## config.mk

```make
export PLATFORM = sky130hd
export DESIGN_NAME = clock_ratio_meter
export DESIGN_NICKNAME = d
export VERILOG_FILES = /design/src/rtl/clk_meter_pkg.sv /design/src/rtl/clk_edge_detect.sv /design/src/rtl/clock_ratio_meter.sv
export SDC_FILE = /design/constraint.sdc
export NUM_CORES = 1
export LEC_CHECK = 0
export CAP_MARGIN = 0
export CORE_ASPECT_RATIO = 1.75
export CORE_MARGIN = 2
export CORE_UTILIZATION = 60
export CTS_CLUSTER_SIZE = 14
export DETAILED_ROUTE_END_ITERATION = 8
export GPL_ROUTABILITY_DRIVEN = 1
export PLACE_DENSITY = 0.91
export SYNTH_ARGS = -nofsm -noshare
export SYNTH_HDL_FRONTEND = slang
export SYNTH_SLANG_ARGS = --single-unit
```

## constraint.sdc

```tcl
create_clock -name clk -period 3.4 [get_ports clk]
set_input_delay 1.02 -clock clk [delete_from_list [all_inputs] [get_ports clk]]
set_output_delay 1.02 -clock clk [all_outputs]
set_load 0.005 [all_outputs]
```

## src/rtl/clk_meter_pkg.sv

```systemverilog
// Shared types for clock_ratio_meter: FSM state enum and synchroniser depth.
// Depth follows CLK_METER_SYNC_EN (2 sync flops when defined, none otherwise).
package clk_meter_pkg;

  typedef enum logic [1:0] {
    ST_IDLE  = 2'd0,
    ST_FIRST = 2'd1,
    ST_RUN   = 2'd2
  } meter_state_e;

`ifdef CLK_METER_SYNC_EN
  localparam int SYNC_DEPTH = 2;
`else
  localparam int SYNC_DEPTH = 0;
`endif

endpackage

```

## src/rtl/clk_edge_detect.sv

```systemverilog
// Rise/fall strobes from a sampled clock; optional 2-flop synchroniser
// in front of the history flop when CLK_METER_SYNC_EN is defined.
module clk_edge_detect
  import clk_meter_pkg::*;
(
  input  logic clk,
  input  logic rst,
  input  logic clk_in,
  output logic rise,
  output logic fall
);

  logic smp;
  logic hist_q;

`ifdef CLK_METER_SYNC_EN
  logic [SYNC_DEPTH-1:0] sync_q;

  always_ff @(posedge clk) begin
    if (rst) sync_q <= '0;
    else     sync_q <= {sync_q[SYNC_DEPTH-2:0], clk_in};
  end

  assign smp = sync_q[SYNC_DEPTH-1];
`else
  assign smp = clk_in;
`endif

  always_ff @(posedge clk) begin
    if (rst) hist_q <= 1'b0;
    else     hist_q <= smp;
  end

  assign rise = smp & ~hist_q;
  assign fall = ~smp & hist_q;

endmodule

```

## src/rtl/clock_ratio_meter.sv

```systemverilog
// Measures period / high time of clk_in in clk cycles and flags lock once
// LOCK_CNT consecutive periods match. CLK_METER_SYNC_EN adds input sync.
module clock_ratio_meter
  import clk_meter_pkg::*;
#(
  parameter int CNT_W    = 16,
  parameter int LOCK_CNT = 4
) (
  input  logic             clk,
  input  logic             rst,
  input  logic             clk_in,
  output logic [CNT_W-1:0] period,
  output logic [CNT_W-1:0] high_time,
  output logic             meas_valid,
  output logic             locked,
  output logic             overflow
);

  localparam logic [CNT_W-1:0] CNT_MAX = '1;
  localparam logic [7:0]       LOCK_V  = 8'(LOCK_CNT);

  logic             rise, fall;
  logic [CNT_W-1:0] cnt_q, cnt_d;
  logic [CNT_W-1:0] high_cap_q, ref_q;
  logic [CNT_W-1:0] period_q, high_q;
  logic [7:0]       match_q;
  logic             valid_q, locked_q, ovf_q;
  meter_state_e     state_q;

  clk_edge_detect u_edge (
    .clk    (clk),
    .rst    (rst),
    .clk_in (clk_in),
    .rise   (rise),
    .fall   (fall)
  );

  always_comb begin
    cnt_d = cnt_q;
    if (rise)                cnt_d = {{(CNT_W-1){1'b0}}, 1'b1};
    else if (cnt_q != CNT_MAX) cnt_d = cnt_q + 1'b1;
  end

  always_ff @(posedge clk) begin
    if (rst) begin
      cnt_q      <= '0;
      high_cap_q <= '0;
    end else begin
      cnt_q <= cnt_d;
      if (fall) high_cap_q <= cnt_q;
    end
  end

  // A rise beats saturation so a period of exactly CNT_MAX still publishes.
  always_ff @(posedge clk) begin
    if (rst) begin
      state_q  <= ST_IDLE;
      ref_q    <= '0;
      match_q  <= '0;
      period_q <= '0;
      high_q   <= '0;
      valid_q  <= 1'b0;
      locked_q <= 1'b0;
      ovf_q    <= 1'b0;
    end else begin
      valid_q <= 1'b0;
      case (state_q)
        ST_IDLE: if (rise) state_q <= ST_FIRST;
        ST_FIRST, ST_RUN: begin
          if (rise) begin
            period_q <= cnt_q;
            high_q   <= high_cap_q;
            valid_q  <= 1'b1;
            ovf_q    <= 1'b0;
            if (state_q == ST_FIRST) begin
              ref_q   <= cnt_q;
              match_q <= '0;
              state_q <= ST_RUN;
            end else if (cnt_q == ref_q) begin
              if (match_q != LOCK_V) begin
                match_q <= match_q + 8'd1;
                if (match_q + 8'd1 == LOCK_V) locked_q <= 1'b1;
              end
            end else begin
              match_q  <= '0;
              locked_q <= 1'b0;
              ref_q    <= cnt_q;
            end
          end else if (cnt_q == CNT_MAX) begin
            ovf_q    <= 1'b1;
            locked_q <= 1'b0;
            match_q  <= '0;
            state_q  <= ST_IDLE;
          end
        end
        default: state_q <= ST_IDLE;
      endcase
    end
  end

  assign period     = period_q;
  assign high_time  = high_q;
  assign meas_valid = valid_q;
  assign locked     = locked_q;
  assign overflow   = ovf_q;

endmodule

```

Word-level counts from Yosys, hierarchy flattened. Index checks and enable logic that the tools add are counted.

Bitwise operators: 5. Reduce and logical (&&, ||, !) cells: 12. Multiplexer cells: 23. Eq/ne operators: 15. Add/subtract/negate cells: 2.

Operators by type and width (number): $mux 8 (5); $mux 16 (2); $add 16x1->16 const B (1); $eq 16x16->1 (1); $eq 16x16->1 const B (1); $ne 16x16->1 const B (1); $mux 1 (11); $reduce_and 3->1 (3); $add 8x1->8 const B (1); $eq 8x3->1 const B (1); $mux 2 (4); $ne 8x3->1 const B (1); $ne 2x2->1 const B (3); $ne 3x2->1 const B (2); $ne 3x3->1 const B (2); $reduce_or 2->1 (3); $reduce_and 5->1 (1); $ne 4x3->1 const B (1); $pmux 2 s2 (1); $reduce_and 2->1 (2); $reduce_bool 2->1 (2); $not 1->1 (3); $and 1x1->1 (2); $eq 2x1->1 const B (1); 2 further kinds (2).

Bits in registers: 94. Logic and storage cells: 69. Output and inout bits: 35.

Longest topological paths before layout.
Depth after elaboration: 7. Gate-level depth with buffers: 7. Gate-level depth less buffers: 7.

Hierarchy. A second synthesis with hierarchy kept.

Cells, all modules: 413. Area, all modules: 3992.6 sq um.

By module, submodules not included: clock_ratio_meter (area each 3953.8 sq um, cells an instance 409, sequential area each 1861.8 sq um, times used 1); clk_edge_detect (area each 38.8 sq um, cells an instance 4, sequential area each 20.0 sq um, times used 1).

Worst setup path before layout. No wires, ideal clock.

Kind: input -> register. Start point: in clk_in. End point: reg ref_q[10]. Setup slack: 1.203 ns. Arrival: 2.125 ns. Stages: 5. Path buffers: 1. Path through: nor2b_1 nand2_1 a21oi_4 buf_6 mux2i_1.

Cells in the longest elaborated chain, start to end: 2.

RTL lines: start: declaration (line clock_ratio_meter.sv:11) `input logic clk_in,`; $and 1x1->1 (line clk_edge_detect.sv:34) `assign rise = smp & ~hist_q;`; $reduce_and 3->1 (no line); end signal: assignment (line clock_ratio_meter.sv:76) `ref_q <= cnt_q;`; end signal: assignment (line clock_ratio_meter.sv:87) `ref_q <= cnt_q;`; end: declaration (line clock_ratio_meter.sv:24) `logic [CNT_W-1:0] high_cap_q, ref_q;`.

No other way between the ends. A chain may end at the register's enable or synchronous reset.

Final worst setup path.
Start point: in clk_in. End point: reg match_q[3].

Cells in the longest elaborated chain, start to end: 3.

RTL lines: $and 1x1->1 (*) (line clk_edge_detect.sv:34); $ne 4x3->1 (no line) or $reduce_bool 2->1 (tied branches); $reduce_and 3->1 (no line); end signal: assignment (line clock_ratio_meter.sv:81) `match_q <= match_q + 8'd1;`; end: declaration (line clock_ratio_meter.sv:26) `logic [7:0] match_q;`.

Mark *: on every way between the ends. The rest lies on a longest branch, timed or not.

==> flow_metrics.py <==
metrics = {
    "outcome": {
        "status": "finished, final reports clean",
    },
    "final_layout": {
        "final_cell_count_no_fill": 620,
        "antennaDiodeCount": 0,
        "layout-drive-gt1-share_pct": 8.43,
        "fin_util_pct": 69.9,
        "final_area_mm2": 0.00495,
        "nNetsFinal": 538,
        "fill_cells": 509,
        "synthToLayoutAreaGrowth_pct": 14.4,
    },
    "synth": {
        "synth-seq-cells": 94,
        "yosys.area_share.simple_pct": 24.2,
        "synthAdderAreaFrac_pct": 1.74,
        "synthXorXnorAreaFrac_pct": 6.80,
        "syn_nets": 520,
        "synth_cell_types": 51,
        "ys_seq_area_share_pct": 43.5,
        "yosys_warnings": 0,
        "ys.flop_type": "dfxtp_1",
        "synth-edff-count": 0,
        "synthArstFlopShare_pct": 0,
        "synth_mux_area_share_pct": 4.17,
        "synth_top_family_by_area": "simple AND/OR/NAND/NOR gates",
        "avgSynthCellArea_um2": 8.46,
        "syn_inst": 511,
        "synth_compound_area_share_pct": 14.3,
        "syn_area_mm2": 0.00432,
    },
    "worst_setup_path": {
        "cp_cell_sequence": "clkdlybuf4s50_1 > nor2b_1 > nand2_1 > nor2_1 > nand4_1 > o32ai_2",
        "r2r-end": "match_q[3]",
        "worstPathMaxFanout": 5,
        "r2r-start": "cnt_q[4]",
        "end_kind": "flip-flop",
        "critical_path.top_delay_family": "simple AND/OR/NAND/NOR gates",
        "rrSetupSlack_ns": 0.89,
        "reg2reg_depth": 6,
        "cp.required_ns": 3.66,
        "worstSetupPathType": "in2reg",
        "cpMaxStageDelayCell": "clkdlybuf4s50_1",
        "critPathMaxStageDelay_ns": 0.56,
        "cp_data_arrival_time_ns": 2.85,
        "crit_path_start_kind": "input port",
        "worst-path-buf-inv": 1,
    },
    "drt": {
        "num_vias": 3716,
        "drt-initial-drc-count": 410,
        "wire_per_inst_um": 16.5,
        "drt-total-wl_um": 10200,
        "vias_per_cell": 5.99,
        "route.detailed.drc": 0,
        "ant_nets": 0,
        "first_pass_iters": 6,
    },
    "die": {
        "die_y_um": 116,
        "row_count": 41,
        "die-width_um": 68.2,
        "die-area_mm2": 0.00793,
        "start_util_pct": 61.1,
        "io_pins": 38,
        "core-area_mm2": 0.00708,
    },
    "global_route": {
        "grt_max_degree": 52,
        "antenna_found_initial": 0,
        "grt_pass1_wl_um": 16400,
        "grt-ovfl-total": 0,
        "grt_usage_pct": 27.5,
        "grt_pass1_vias": 3457,
    },
    "cts": {
        "clock_path_buffers": 2,
        "post_cts.repair.setup_buffers": 0,
        "hold_buffers": 0,
        "htree_levels": 3,
        "postCtsResizedCells": 0,
        "root_buffer": "clkbuf_16",
        "clk_latency_ns": 0.35,
        "numClockSinks": 94,
        "path_clk_slew_ns": 0.06,
        "cts_buffers": 9,
        "tritoncts": "done",
    },
    "hold_path": {
        "hold_depth": 2,
        "hp-class": "reg2reg",
        "holdPathEnd": "high_time[1]",
        "hold_path.startpoint": "high_cap_q[1]",
    },
    "pwr": {
        "p_total_mw": 2.21,
        "p_sw_mw": 0.537,
        "peakVddDrop_mv": 0.419,
        "p_int_mw": 1.67,
        "p_leak_nw": 1.55,
        "clock_power_share_pct": 43.2,
        "p_seq_share_pct": 50.5,
        "combinationalPowerShare_pct": 6.2,
        "switching_share_pct": 24.3,
        "power_density_mw_per_mm2": 446,
    },
    "sta": {
        "final_max_slew_viol_count": 0,
        "skew_ns": 0.00710,
        "tightest_slew_ns": 0.737,
        "hold_viol": 0,
        "holdWs_ns": 0.453,
        "grt_setup_unrepaired": "no",
        "fin_crit_sh_pct": 76.3,
        "max_freq_mhz": 385,
        "setup_violations": 0,
        "maxSlewHeadroom_pct": 50.5,
        "fin_crit_ns": 2.59,
        "fin_tns_setup_ns": 0,
        "fin_ws_ns": 0.806,
    },
    "placement": {
        "gp_congestion": 0.876,
        "dpl_worst_slack_ns": 0.573,
        "dp_hpwl_um": 6880,
        "post-place-cells": 604,
        "placed_cell_area_mm2": 0.00467,
        "port_buffers": 37,
    },
    "job": {
        "cap_violations": 0,
    },
}
[worst max-delay path by stage]
stage / start / end / slack (ns) / cells after the start
after floorplan: clk_in / ref_q[10] / 1.20 / 5
after global placement: clk_in / match_q[3] / 0.68 / 6
after detailed placement: clk_in / match_q[3] / 0.57 / 6
after CTS: clk_in / match_q[3] / 0.87 / 6
after global routing: clk_in / ref_q[13] / 0.71 / 6
final: clk_in / match_q[3] / 0.81 / 6
[cell families after synthesis]
kind of cell	after synthesis
AOI/OAI and AO/OA	97
and+or+nand+nor	218
adders and majority gates	6
muxes	18
DFF	94
xor gates and xnor gates	31
buffers and inverters	47
[cells in the final DEF, fill, tap and decap left out, drive strengths merged]
master,instances
a2111oi,5
a211o,1
a211oi,5
a21boi,2
a21o,1
a21oi,62
a22oi,4
a311oi,1
a31oi,4
a32oi,1
and2,4
and3,4
buf,10
clkbuf,10
clkdlybuf4s50,36
clkinv,3
dfxtp,94
ha,6
inv,11
mux2i,18
nand2,112
nand2b,38
nand3,17
nand4,7
nor2,20
nor2b,3
nor3,6
nor3b,1
nor4,3
o21a,1
o21ai,6
o22ai,1
o32ai,2
o41ai,1
or2,2
or3b,1
xnor2,30
xor2,1
[synthesized netlist by cell type (5+ instances only)]
library cell    n  area (um2)
nand3_1        16        80.1
nand2_1       111         417
nor3_1          5        25.0
buf_2          10        50.1
xnor2_1        27         236
buf_6           5        56.3
nand2b_1       38         238
nor2_1         19        71.3
ha_1            6        75.1
inv_1           8        30.0
nand4_1         6        37.5
mux2i_1        18         180
a21oi_1        61         305
clkbuf_1       21        78.8
dfxtp_1        94        1880
a211oi_1        5        37.5
[power groups by stage]
stage / Combinational, mW / Clock, mW / Sequential (mW)
after detailed placement: 0.133 / 0 / 1.14
final: 0.138 / 0.955 / 1.12
after CTS: 0.135 / 0.959 / 1.11
after floorplan: 0.106 / 0 / 1.14
after global routing: 0.149 / 0.997 / 1.11
after global placement: 0.128 / 0 / 1.14
[cell type report]
type,count,area (um2),share of cell area (%)
tap,86,108,2.18
inverter,8,30.0,0.607
clock buffer,10,239,4.83
multi-input combinational,370,2210,44.8
timing repair buffer,46,433,8.75
sequential,94,1880,38.0
clock inverter,6,41.3,0.835
[worst min-delay path: cells and delay by family, from the launching register on]
family / cells / cell delay (ns)
compound gates: 1 / 0.05
flops: 1 / 0.31
simple gates: 1 / 0.05
[registers in the layout, summed over array words and instances, names as in the netlist, 2 cells and up]
| register | count |
|---|---|
| match_q | 8 |
| high_cap_q | 16 |
| state_q | 2 |
| period | 16 |
| high_time | 16 |
| ref_q | 16 |
| cnt_q | 16 |
[routing by layer]
metal | track usage, % | part of all wire, % | wire length (um)
met1 | 31.4 | 37 | 3770
met2 | 47.4 | 53 | 5460
met3 | 5.30 | 5.2 | 535
met4 | 13.7 | 4.6 | 476
met5 | 0 | 0 | 0
No activity file was read; power rests on OpenSTA's default activity.
